<file path="src/rtl/timer_scheduler_rr.sv">
// timer_scheduler_rr: one prescaled down-counter timer shared by NREQ
// requesters. An idle cycle arbitrates pending requests, loads the winner's
// tick count, runs the timer and pulses that requester's done on expiry.
// Optional build macro TIMER_SCHED_FIXPRIO_EN selects fixed priority (lowest
// index wins) instead of the default round-robin pointer.
module timer_scheduler_rr #(
    parameter int NREQ    = 4,
    parameter int CW      = 24,
    parameter int PRE_DIV = 100
) (
    input  logic                 clk,
    input  logic                 reset,
    input  logic [NREQ-1:0]      req,
    input  logic [NREQ*CW-1:0]   load,
    output logic [NREQ-1:0]      gnt,
    output logic [NREQ-1:0]      done,
    output logic                 busy
);

    localparam int IW = (NREQ > 1) ? $clog2(NREQ) : 1;
    localparam int PW = (PRE_DIV > 1) ? $clog2(PRE_DIV) : 1;
    localparam logic [PW-1:0] PRE_LAST = PW'(PRE_DIV - 1);

    typedef enum logic [1:0] {
        IDLE,
        RUN,
        DONE
    } state_t;

    state_t          state_q, state_d;
    logic [CW-1:0]   cnt_q, cnt_d;
    logic [PW-1:0]   pre_q, pre_d;
    logic [IW-1:0]   win_q, win_d;
    logic [NREQ-1:0] gnt_q, gnt_d;
    logic [NREQ-1:0] done_q, done_d;
    logic            busy_q, busy_d;

    logic [IW-1:0]   pick;
    logic            found;
    int unsigned     idx;
    logic [CW-1:0]   sel_load;

`ifndef TIMER_SCHED_FIXPRIO_EN
    localparam logic [IW-1:0] IDX_LAST = IW'(NREQ - 1);
    logic [IW-1:0]   ptr_q, ptr_d;
    logic [IW-1:0]   win_next;

    assign win_next = (win_q == IDX_LAST) ? '0 : win_q + 1'b1;
`endif

    // Arbiter: first set req bit scanning upward from the priority base, wrapping
    always_comb begin
        pick  = '0;
        found = 1'b0;
        idx   = 0;
        for (int unsigned i = 0; i < NREQ; i++) begin
`ifdef TIMER_SCHED_FIXPRIO_EN
            idx = i;
`else
            idx = 32'(ptr_q) + i;
            if (idx >= NREQ) idx = idx - NREQ;
`endif
            if (!found && req[IW'(idx)]) begin
                pick  = IW'(idx);
                found = 1'b1;
            end
        end
    end

    // Tick count of the arbitration winner
    always_comb begin
        sel_load = '0;
        for (int unsigned i = 0; i < NREQ; i++) begin
            if (pick == IW'(i)) sel_load = load[i*CW +: CW];
        end
    end

    // Next-state and registered-output logic
    always_comb begin
        state_d = state_q;
        cnt_d   = cnt_q;
        pre_d   = pre_q;
        win_d   = win_q;
        gnt_d   = gnt_q;
        done_d  = '0;
        busy_d  = busy_q;
`ifndef TIMER_SCHED_FIXPRIO_EN
        ptr_d   = ptr_q;
`endif
        case (state_q)
            IDLE: begin
                gnt_d  = '0;
                busy_d = 1'b0;
                if (found) begin
                    win_d       = pick;
                    cnt_d       = sel_load;
                    pre_d       = '0;
                    gnt_d[pick] = 1'b1;
                    busy_d      = 1'b1;
                    state_d     = RUN;
                end
            end
            RUN: begin
                // Abort outranks expiry so a dropped request never sees done
                if (!req[win_q]) begin
                    state_d = IDLE;
                    gnt_d   = '0;
                    busy_d  = 1'b0;
`ifndef TIMER_SCHED_FIXPRIO_EN
                    ptr_d   = win_next;
`endif
                end else if (cnt_q == '0) begin
                    state_d       = DONE;
                    gnt_d         = '0;
                    done_d[win_q] = 1'b1;
                end else if (pre_q == PRE_LAST) begin
                    pre_d = '0;
                    cnt_d = cnt_q - 1'b1;
                end else begin
                    pre_d = pre_q + 1'b1;
                end
            end
            DONE: begin
                state_d = IDLE;
                gnt_d   = '0;
                busy_d  = 1'b0;
`ifndef TIMER_SCHED_FIXPRIO_EN
                ptr_d   = win_next;
`endif
            end
            default: begin
                state_d = IDLE;
                gnt_d   = '0;
                busy_d  = 1'b0;
            end
        endcase
    end

    // State register with synchronous reset
    always_ff @(posedge clk) begin
        if (reset) begin
            state_q <= IDLE;
            cnt_q   <= '0;
            pre_q   <= '0;
            win_q   <= '0;
            gnt_q   <= '0;
            done_q  <= '0;
            busy_q  <= 1'b0;
`ifndef TIMER_SCHED_FIXPRIO_EN
            ptr_q   <= '0;
`endif
        end else begin
            state_q <= state_d;
            cnt_q   <= cnt_d;
            pre_q   <= pre_d;
            win_q   <= win_d;
            gnt_q   <= gnt_d;
            done_q  <= done_d;
            busy_q  <= busy_d;
`ifndef TIMER_SCHED_FIXPRIO_EN
            ptr_q   <= ptr_d;
`endif
        end
    end

    assign gnt  = gnt_q;
    assign done = done_q;
    assign busy = busy_q;

endmodule

</file>
<file path="config.mk">
export PLATFORM = sky130hd
export DESIGN_NAME = timer_scheduler_rr
export DESIGN_NICKNAME = d
export VERILOG_FILES = /design/src/rtl/timer_scheduler_rr.sv
export SDC_FILE = /design/constraint.sdc
export NUM_CORES = 1
export LEC_CHECK = 0
export CAP_MARGIN = 10
export CELL_PAD_IN_SITES_DETAIL_PLACEMENT = 1
export CELL_PAD_IN_SITES_GLOBAL_PLACEMENT = 1
export CORE_AREA = 4 4 92 94
export CTS_CLUSTER_DIAMETER = 30
export CTS_CLUSTER_SIZE = 30
export DETAILED_ROUTE_END_ITERATION = 7
export DIE_AREA = 0 0 96 98
export DONT_BUFFER_PORTS = 1
export GPL_ROUTABILITY_DRIVEN = 0
export PLACE_DENSITY = 0.8
export SLEW_MARGIN = 20
export SYNTH_ARGS = -nofsm -noshare
export SYNTH_HDL_FRONTEND = slang
export SYNTH_SLANG_ARGS = --single-unit
</file>
<file path="constraint.sdc">
create_clock -name clk -period 2.2 [get_ports clk]
set_input_delay 0.44 -clock clk [delete_from_list [all_inputs] [get_ports clk]]
set_output_delay 0.44 -clock clk [all_outputs]
set_load 0.01 [all_outputs]
</file>
Yosys cells after proc, flatten, opt, wreduce, memory -nomap -nowiden
Cells that the tools add are included.
Widths: inputs -> output; s select.
{"block": "totals", "regBits": 46, "input_bits": 102, "output_inout_bits": 9, "wordCells": 119}
{"block": "classes", "addsub": 10, "n_lt_le_gt_ge": 12, "eq_ne": 13, "muxes": 54, "n_bitwise": 3, "reduce_logical": 19}
{"op": "$mux 24", "count": 8}
{"op": "$pmux 24 s2", "count": 1}
{"op": "$mux 7", "count": 4}
{"op": "$mux 2", "count": 13}
{"op": "$logic_not 24->1", "count": 1}
{"op": "$sub 24x1->24 const B", "count": 1}
{"op": "$lt 2x3->1 const B", "count": 6}
{"op": "$pmux 7 s2", "count": 1}
{"op": "$mux 1", "count": 13}
{"op": "$mux 4", "count": 3}
{"op": "$bmux 1 s2", "count": 5}
{"op": "$ne 2x2->1 const B", "count": 5}
{"op": "$ge 3x3->1 const B", "count": 3}
{"op": "$eq 2x2->1 const B", "count": 4}
{"op": "$pmux 2 s2", "count": 2}
{"op": "$pmux 4 s2", "count": 1}
{"op": "$sub 2x1->2 const B", "count": 4}
{"op": "$add 7x1->7 const B", "count": 1}
{"op": "$eq 7x7->1 const B", "count": 1}
{"op": "$add 2x2->3 const B", "count": 2}
{"op": "$reduce_and 2->1", "count": 3}
{"op": "$logic_and 1x1->1", "count": 5}
{"op": "$reduce_and 5->1", "count": 1}
{"op": "$demux 1 s2", "count": 2}
{"op": "other kinds (13)", "count": 21}

Depth between registers and ports, before layout
Gate-level depths: netlist (run 1).
{"block": "logic_depth", "word_depth": 21, "ltp_mapped": 8}

Worst setup path after synthesis (run 1)
OpenSTA, ideal clock, no wires.
{"block": "synth_timing", "path_kind": "input to register", "startpoint": "input port req[0]", "endpoint": "register cnt_q[23]", "setup_time_ps": 134, "arrival_time_ps": 1864, "required_time_ps": 2066, "slack_ps": 203, "path_stages": 7, "cell_sequence": "nor2b_1 > or4_4 > nand2_4 > buf_8 > mux2_2 > a32oi_1 > a31oi_1"}
{"block": "synth_via", "elab_chain_cells": 19, "elab_cells_between_ends": 37, "cone_classes": "eq/ne: 5; mux: 24; reduce/logical: 8"}
{"item": "from (decl)", "line_no": "13", "text": "input logic [NREQ-1:0] req,"}
{"item": "$bmux 1 s2", "line_no": "63", "text": "if (!found && req[IW'(idx)]) begin"}
{"item": "$mux 1 (not written as such)", "line_no": "63"}
{"item": "$mux 1", "line_no": "63"}
{"item": "$logic_not 1->1", "line_no": "63"}
{"item": "$logic_and 1x1->1", "line_no": "63"}
{"item": "$mux 1", "line_no": "63"}
{"item": "$logic_not 1->1", "line_no": "63"}
{"item": "$logic_and 1x1->1", "line_no": "63"}
{"item": "$mux 1", "line_no": "63"}
{"item": "$logic_not 1->1", "line_no": "63"}
{"item": "$logic_and 1x1->1", "line_no": "63"}
{"item": "$mux 2", "line_no": "63"}
{"item": "$logic_not 2->1", "line_no": "74", "text": "if (pick == IW'(i)) sel_load = load[i*CW +: CW];"}
{"item": "$mux 24 (4 in a row)", "line_no": "74"}
{"item": "$mux 24", "line_no": "94", "text": "if (found) begin"}
{"item": "$pmux 24 s2", "line_no": "90", "text": "case (state_q)"}
{"item": "to (signal assigned)", "line_no": "154", "text": "cnt_q <= cnt_d;"}
{"item": "to (decl)", "line_no": "31", "text": "logic [CW-1:0] cnt_q, cnt_d;"}
Several ways; a longest one is shown, not always the timed one. The select of a mux whose other input is x is not followed.
A chain may end at the register's enable or synchronous reset.

Worst setup path after layout (run 1)
{"block": "layout_timing", "startpoint": "register pre_q[1]", "endpoint": "register cnt_q[14]"}
{"block": "layout_via", "elab_chain_cells": 3}
{"item": "from (decl)", "line_no": "32", "text": "logic [PW-1:0] pre_q, pre_d;"}
{"item": "from (signal assigned)", "line_no": "155", "text": "pre_q <= pre_d;"}
{"item": "$eq 7x7->1", "line_no": "116", "text": "end else if (pre_q == PRE_LAST) begin"}
{"item": "$ne 2x2->1 (no source line)"}
{"item": "$reduce_and 5->1 (no source line)"}
Every way passes these cells.

==> key figures, run 1 <==
Critical path
  • CP max-delay cell: or4_1
  • Cell repeated most along the worst path: buf_4
  • Reg-to-reg setup timing slack: 100 ps
  • Worst path required time: 2450 ps
  • CP Capture Type: flip-flop
  • Critical path origin: pre_q[1]$_SDFFE_PP0P_
  • Worst reg2reg path depth: 8
  • Crit path max-delay family: simple AND/OR/NAND/NOR gates
  • Buf/Inv on CP: 2
  • RR Endpoint: cnt_q[14]$_SDFFE_PP0P_
  • Critical path class: reg2reg
  • Startpoint types: flip-flop
  • Crit path cell chain: ha_1 > nand4b_1 > nor3_1 > buf_4 > o211ai_2 > buf_4 > or4_1 > a31oi_1
  • CP arrival: 2350 ps
  • Worst path max stage delay: 470 ps
  • CP max FO: 7
  • RR Startpoint: pre_q[1]$_SDFFE_PP0P_

Finish
  • Fill cells: 929
  • # diodes: 0
  • Final non-filler cell total: ~560
  • Layout area overhead: 17.9%
  • FF+latch area: about 920 um^2
  • Nets: 565
  • Area occupied by multi-input gates: 2370 um^2
  • Share of layout cells above drive strength 1: 0.204

Routing
  • Total wire length: 12700 um
  • First-iteration detailed-routing DRC count: 232
  • Final ANT Viol Nets: 0
  • Vias/cell: 6.55
  • Avg WL per Cell: about 23 um
  • DRC viols: 0
  • Vias: 3664
  • 1st-pass router iterations: 4

Timing
  • Tmin final: about 2100 ps
  • Setup Skew: 14.1 ps
  • # setup viols final: 0
  • Tcrit/Tclk final: 0.955
  • Slew headroom: 0.684
  • Fin. max-slew vios: 0
  • Fin. Hold Viols: 0
  • Worst Tran Pin Value: 472 ps
  • Achievable Freq: about 480 MHz

Clocking
  • Worst skew pair latency: between 300 and 400 ps
  • Clock Sinks: 46
  • Post-cts resize count: 0
  • Postcts setup bufs: 0
  • # hold bufs at CTS: 0
  • CTS clk-pin slew, worst paths: 100 ps
  • CTS tree: built
  • CTS buffer count: 5
  • Clock buffer depth: 2
  • H-tree levels: 2
  • Clk root buf: clkbuf_8

Pwr
  • Switching Share: 0.376
  • Total power: 2.63 mW
  • Comb power frac: 0.395
  • Worst vdd ir: 0.000275 V
  • Pint: 1.64 mW
  • Power Density: roughly 660 nW/um^2
  • Net Sw Power: 0.990 mW
  • Clk pwr share: 0.221
  • Sequential power share: 0.384
  • Leak Pwr: 1.49 nW

Placement
  • Detailed Place HPWL: a little under 10000 um
  • Placed Cells: between 500 and 600
  • PortBufs: 0

Synthesis
  • Mapped Cells: 422
  • Syn nets: 531
  • Ys async rst share: 0
  • Post-synthesis sequential area ratio: 0.271
  • EDFF count, synth: 0
  • Post-Syn Area: roughly 3400 um^2
  • Synth warn: 0
  • Synthesized area per cell: 8.05 um^2
  • #FFs+latches synth: 46
  • Netlist cell types: 64
  • Ys flop type: dfxtp_1

Floorplan
  • Core ar.: between 7000 and 8000 um^2
  • Full die area: roughly 9400 um^2
  • Placement row count: 32
  • Initial core utilization: 0.444
  • Chip width: 96 um
  • Die Ht: between 90 and 100 um
  • Ports: 111

Global route
  • Vias in the first global route: 3870
  • Overflow after GRT: 0
  • Total GRT Usage: 0.271
  • Largest net degree at the start of global routing: 33
  • Initial antenna violation count: 0
  • First-pass GRT wire length: 20000 um

Min path
  • Hold Path Class: in2reg
  • Start point of the worst hold path: reset
  • Hold Path Depth: 1
  • Hold EP: cnt_q[9]$_SDFFE_PP0P_

Job
  • Max_cap viols: 0

Run status
  • Run status: finished clean
[placed cells by master, fill, tap and decap left out, types with 6 or more instances in the layout]
cell | netlist | routed
buf_4 | 0 | 49
dfxtp_1 | 46 | 46
nor2_1 | 36 | 35
nand3_1 | 28 | 28
o21ai_0 | 27 | 27
mux2i_1 | 24 | 24
nand2_1 | 23 | 23
a21oi_1 | 19 | 19
a31oi_1 | 13 | 13
nor3_1 | 12 | 12
and3_1 | 12 | 12
nand4_1 | 9 | 9
o21a_1 | 9 | 9
mux2_2 | 9 | 9
o211ai_1 | 8 | 8
ha_1 | 7 | 7
inv_1 | 6 | 6
and2_1 | 6 | 6
a32oi_1 | 6 | 6
or4_1 | 6 | 6
clkbuf_8 | 0 | 6
[kinds of logic after synthesis]
group	Yosys count	share of synthesized area
flip-flops	46	0.271
AND/OR/NAND/NOR	166	0.265
buffers and inverters	34	0.0497
adder cells (fa/ha/maj)	7	0.0258
XOR/XNOR	6	0.0155
AO/OA/AOI/OAI	129	0.265
multiplexers	34	0.107
[cell usage after synthesis, drive strengths merged, types with 7 or more instances]
| master | number | area (um^2) |
|---|---|---|
| dfxtp | 46 | 921 |
| nor2 | 37 | 146 |
| nand3 | 28 | 140 |
| o21ai | 27 | 135 |
| nand2 | 26 | 110 |
| mux2i | 24 | 240 |
| a21oi | 19 | 95.1 |
| clkbuf | 16 | 60.1 |
| a31oi | 13 | 81.3 |
| nor3 | 13 | 70.1 |
| and3 | 12 | 75.1 |
| buf | 11 | 82.6 |
| nor4 | 10 | 83.8 |
| mux2 | 9 | 101 |
| nand4 | 9 | 56.3 |
| o211ai | 9 | 72.6 |
| o21a | 9 | 67.6 |
| a211oi | 7 | 57.6 |
| ha | 7 | 87.6 |
| or4 | 7 | 56.3 |
[per-stage QoR]
step                utilization  area [um^2]  hold slack (ps)  TNS (ps)  worst slack, ps
floorplan                     -         3400              455         0              203
global placement          0.505         3860              480         0              107
detailed placement        0.505         3860              485         0             31.4
CTS                       0.518         3960              180         0             10.8
global route              0.524         4010              177     -55.1            -26.7
finish                    0.524         4010              187         0             98.9
[area by class of cell]
cell class,count,area share
tap,102,0.0319
timing repair buffer,54,0.117
sequential,46,0.230
multi-input combinational,342,0.591
clock inverter,1,0.00219
clock buffer,7,0.0215
inverter,7,0.00656
[per-layer routing]
layer / up-vias / routed length, um / GRT usage
met1: 1801 / 5430 / 0.348
met2: 139 / 6180 / 0.446
met4: 0 / 315 / 0.0919
li1: 1696 / - / -
met5: - / 0 / 0
met3: 28 / 783 / 0.0570
[sequential cells by signal, indices dropped and copies added (netlist names)]
| signal | cells |
|---|---|
| win_q | 2 |
| done | 4 |
| pre_q | 7 |
| busy | 1 |
| ptr_q | 2 |
| cnt_q | 24 |
| gnt | 4 |
| state_q | 2 |
[worst max-delay path by stage]
stage	end	cells past startpoint
after global routing	cnt_q[8]$_SDFFE_PP0P_	8
after CTS	cnt_q[3]$_SDFFE_PP0P_	7
final	cnt_q[14]$_SDFFE_PP0P_	8
after detailed placement	cnt_q[12]$_SDFFE_PP0P_	7
after global placement	cnt_q[23]$_SDFFE_PP0P_	7
after floorplan	cnt_q[23]$_SDFFE_PP0P_	7
[worst reg2reg max path, stage by stage (launching register included)]
cell and delay, ps:
dfxtp_1 350, ha_1 220, nand4b_1 110, nor3_1 280, buf_4 180, o211ai_2 100
buf_4 200, or4_1 470, a31oi_1 130
[power by group through the flow]
stage                     clock (mW)  sequential, mW  combinational [mW]
after floorplan                    0            1.01               0.628
after global placement             0            1.01               0.962
after detailed placement           0            1.02                1.01
after CTS                      0.593           0.998                1.01
after global routing           0.629            1.02                1.13
final                          0.582            1.01                1.04
No activity file was read; power rests on OpenSTA's default activity.
==> run 2, diff against run 1 <==
Settings changed: BUFFER_PORTS_ARGS set to -buffer_cell sky130_fd_sc_hd__buf_2, CORE_AREA 4 4 92 94 to 4 4 116 90, DIE_AREA 0 0 96 98 to 0 0 120 94, DONT_BUFFER_PORTS 1 to not set, MAX_ROUTING_LAYER set to met4, PLACE_DENSITY 0.8 to 0.82.
==> key figures, run 2 (synthesis gave the netlist of run 1 again) <==
Clocking
  • CTS clk-pin slew, worst paths: 70 ps
  • Clock Sinks: 46
  • # hold bufs at CTS: 0
  • Worst skew pair latency: 290 ps
  • H-tree levels: 2
  • Clock buffer depth: 2
  • Clk root buf: clkbuf_16
  • CTS tree: built
  • CTS buffer count: 5

Floorplan
  • Placement row count: 31
  • Initial core utilization: 0.361
  • Chip width: 120 um
  • Die Ht: 94 um
  • Ports: 111
  • Full die area: 11300 um^2
  • Core ar.: 9430 um^2

Timing
  • Tcrit/Tclk final: 0.968
  • Tmin final: 2130 ps
  • Final Worst Setup Slack: 69.8 ps
  • Slew headroom: 0.339
  • Setup Skew: approximately 10 ps
  • Setup Total Neg Slack: 0 ps
  • Worst Tran Pin Value: 987 ps
  • # setup viols final: 0
  • Fin. Hold Viols: 0
  • Fin. max-slew vios: 0
  • Achievable Freq: 469 MHz
  • Unrepaired setup endpoints after global routing: no

Critical path
  • RR Endpoint: cnt_q[6]$_SDFFE_PP0P_
  • Worst path max stage delay: approximately 500 ps
  • Buf/Inv on CP: 2
  • Crit path cell chain: inv_1 > ha_4 > or3b_2 > buf_4 > o311ai_0 > a31oi_1
  • Worst reg2reg path depth: 6
  • CP Capture Type: flip-flop
  • Critical path class: reg2reg
  • Worst path required time: 2350 ps
  • RR Startpoint: cnt_q[0]$_SDFFE_PP0P_
  • Reg-to-reg setup timing slack: 70 ps
  • CP arrival: about 2300 ps
  • CP max FO: 6
  • Critical path origin: cnt_q[0]$_SDFFE_PP0P_
  • CP max-delay cell: or3b_2
  • Crit path max-delay family: compound AO/OA/AOI/OAI gates
  • Startpoint types: flip-flop

Routing
  • DRC viols: 0
  • 1st-pass router iterations: 5
  • Total wire length: between 10000 and 15000 um
  • Avg WL per Cell: 20.7 um
  • Vias: roughly 4200
  • First-iteration detailed-routing DRC count: approximately 250
  • Final ANT Viol Nets: 0
  • Vias/cell: approximately 6

Min path
  • Hold EP: busy$_SDFFE_PP0P_
  • Start point of the worst hold path: reset
  • Hold Path Depth: 2
  • Hold Path Class: in2reg

Finish
  • # diodes: 0
  • Flip-flop count of the largest register after layout: 24
  • Top flop regs: cnt_q x24, pre_q x7
  • Most flop-heavy register: cnt_q
  • Commonest cells after routing, fill and taps aside: 110 x buf_2, 56 x buf_4, 45 x dfxtp_1, 34 x nor2_1, 28 x nand3_1
  • Layout area overhead: 39.8%
  • Fill cells: 1174
  • Nets: 682
  • Commonest non-fill, non-tap cell in the layout: buf_2
  • Share of layout cells above drive strength 1: 0.379

Run status
  • Run status: finished clean

Global route
  • First-pass GRT wire length: 22800 um
  • Largest net degree at the start of global routing: 23
  • Initial antenna violation count: 0
  • Vias in the first global route: 4348
  • Overflow after GRT: 0
  • Total GRT Usage: 0.261

Job
  • Max_cap viols: 0

Pwr
  • Worst vdd ir: 0.000260 V
  • Power Density: 655 nW/um^2
  • Leak Pwr: 2.01 nW

Placement
  • PortBufs: 110
  • Detailed Place HPWL: 11200 um
  • Setup WS pre-CTS: -434 ps
## run 2: worst reg2reg max path, cell delays in order (launching register included)
cell	delay, ps
dfxtp_1	380
inv_1	150
ha_4	190
or3b_2	500
buf_4	180
o311ai_0	430
a31oi_1	160
## run 2: worst max path at each step
stage / to / slack [ps] / cells after the start
2_1_floorplan: cnt_q[23]$_SDFFE_PP0P_ / 200 / 7
3_3_place_gp: cnt_q[11]$_SDFFE_PP0P_ / -350 / 7
3_5_place_dp: cnt_q[11]$_SDFFE_PP0P_ / -430 / 7
4_1_cts: cnt_q[11]$_SDFFE_PP0P_ / 10 / 8
5_1_grt: cnt_q[14]$_SDFFE_PP0P_ / 5 / 8
6_report: cnt_q[6]$_SDFFE_PP0P_ / 70 / 6
## run 2: metrics by stage
step           cell area, um^2   util  power, mW  hold WS, ps  instances
2_1_floorplan             3400      -       1.63          455        422
3_3_place_gp              4480  0.475       2.10          469        696
3_5_place_dp              4480  0.475       2.15          481        696
4_1_cts                   4660  0.495       3.04          478        704
5_1_grt                   4750  0.504       3.25          504        705
6_report                  4750  0.504       3.11          488        705
## run 2: area by class of cell
type	instances	area, um^2	area share
clock buffer	6	139	0.0292
sequential	46	922	0.194
multi-input combinational	343	2420	0.509
tap	132	165	0.0348
timing repair buffer	170	1050	0.221
inverter	7	26.3	0.00553
clock inverter	1	30.0	0.00632
## run 2: timing repair
| item | in CTS | in global routing |
|---|---|---|
| setup endpoints to repair | 8 | 29 |
| resized for setup | 2 | 15 |
| pin swaps | 2 | 4 |
| setup buffers | 0 | 1 |
| gates cloned | 1 | 0 |
## run 2: report_power, final
group	switching (mW)	internal [mW]	leakage [nW]	total, mW
combinational	0.664	0.547	1.55	1.21
clock	0.324	0.561	0.0829	0.885
sequential	0.0997	0.915	0.378	1.01
## run 2: layer usage
metal  wire, um  global-route usage  vias up
met4        194              0.0639        0
met2       6630               0.424      240
li1           -                   -     1933
met3       1150              0.0439       25
met1       6620               0.340     2019
met5          0                   -        -
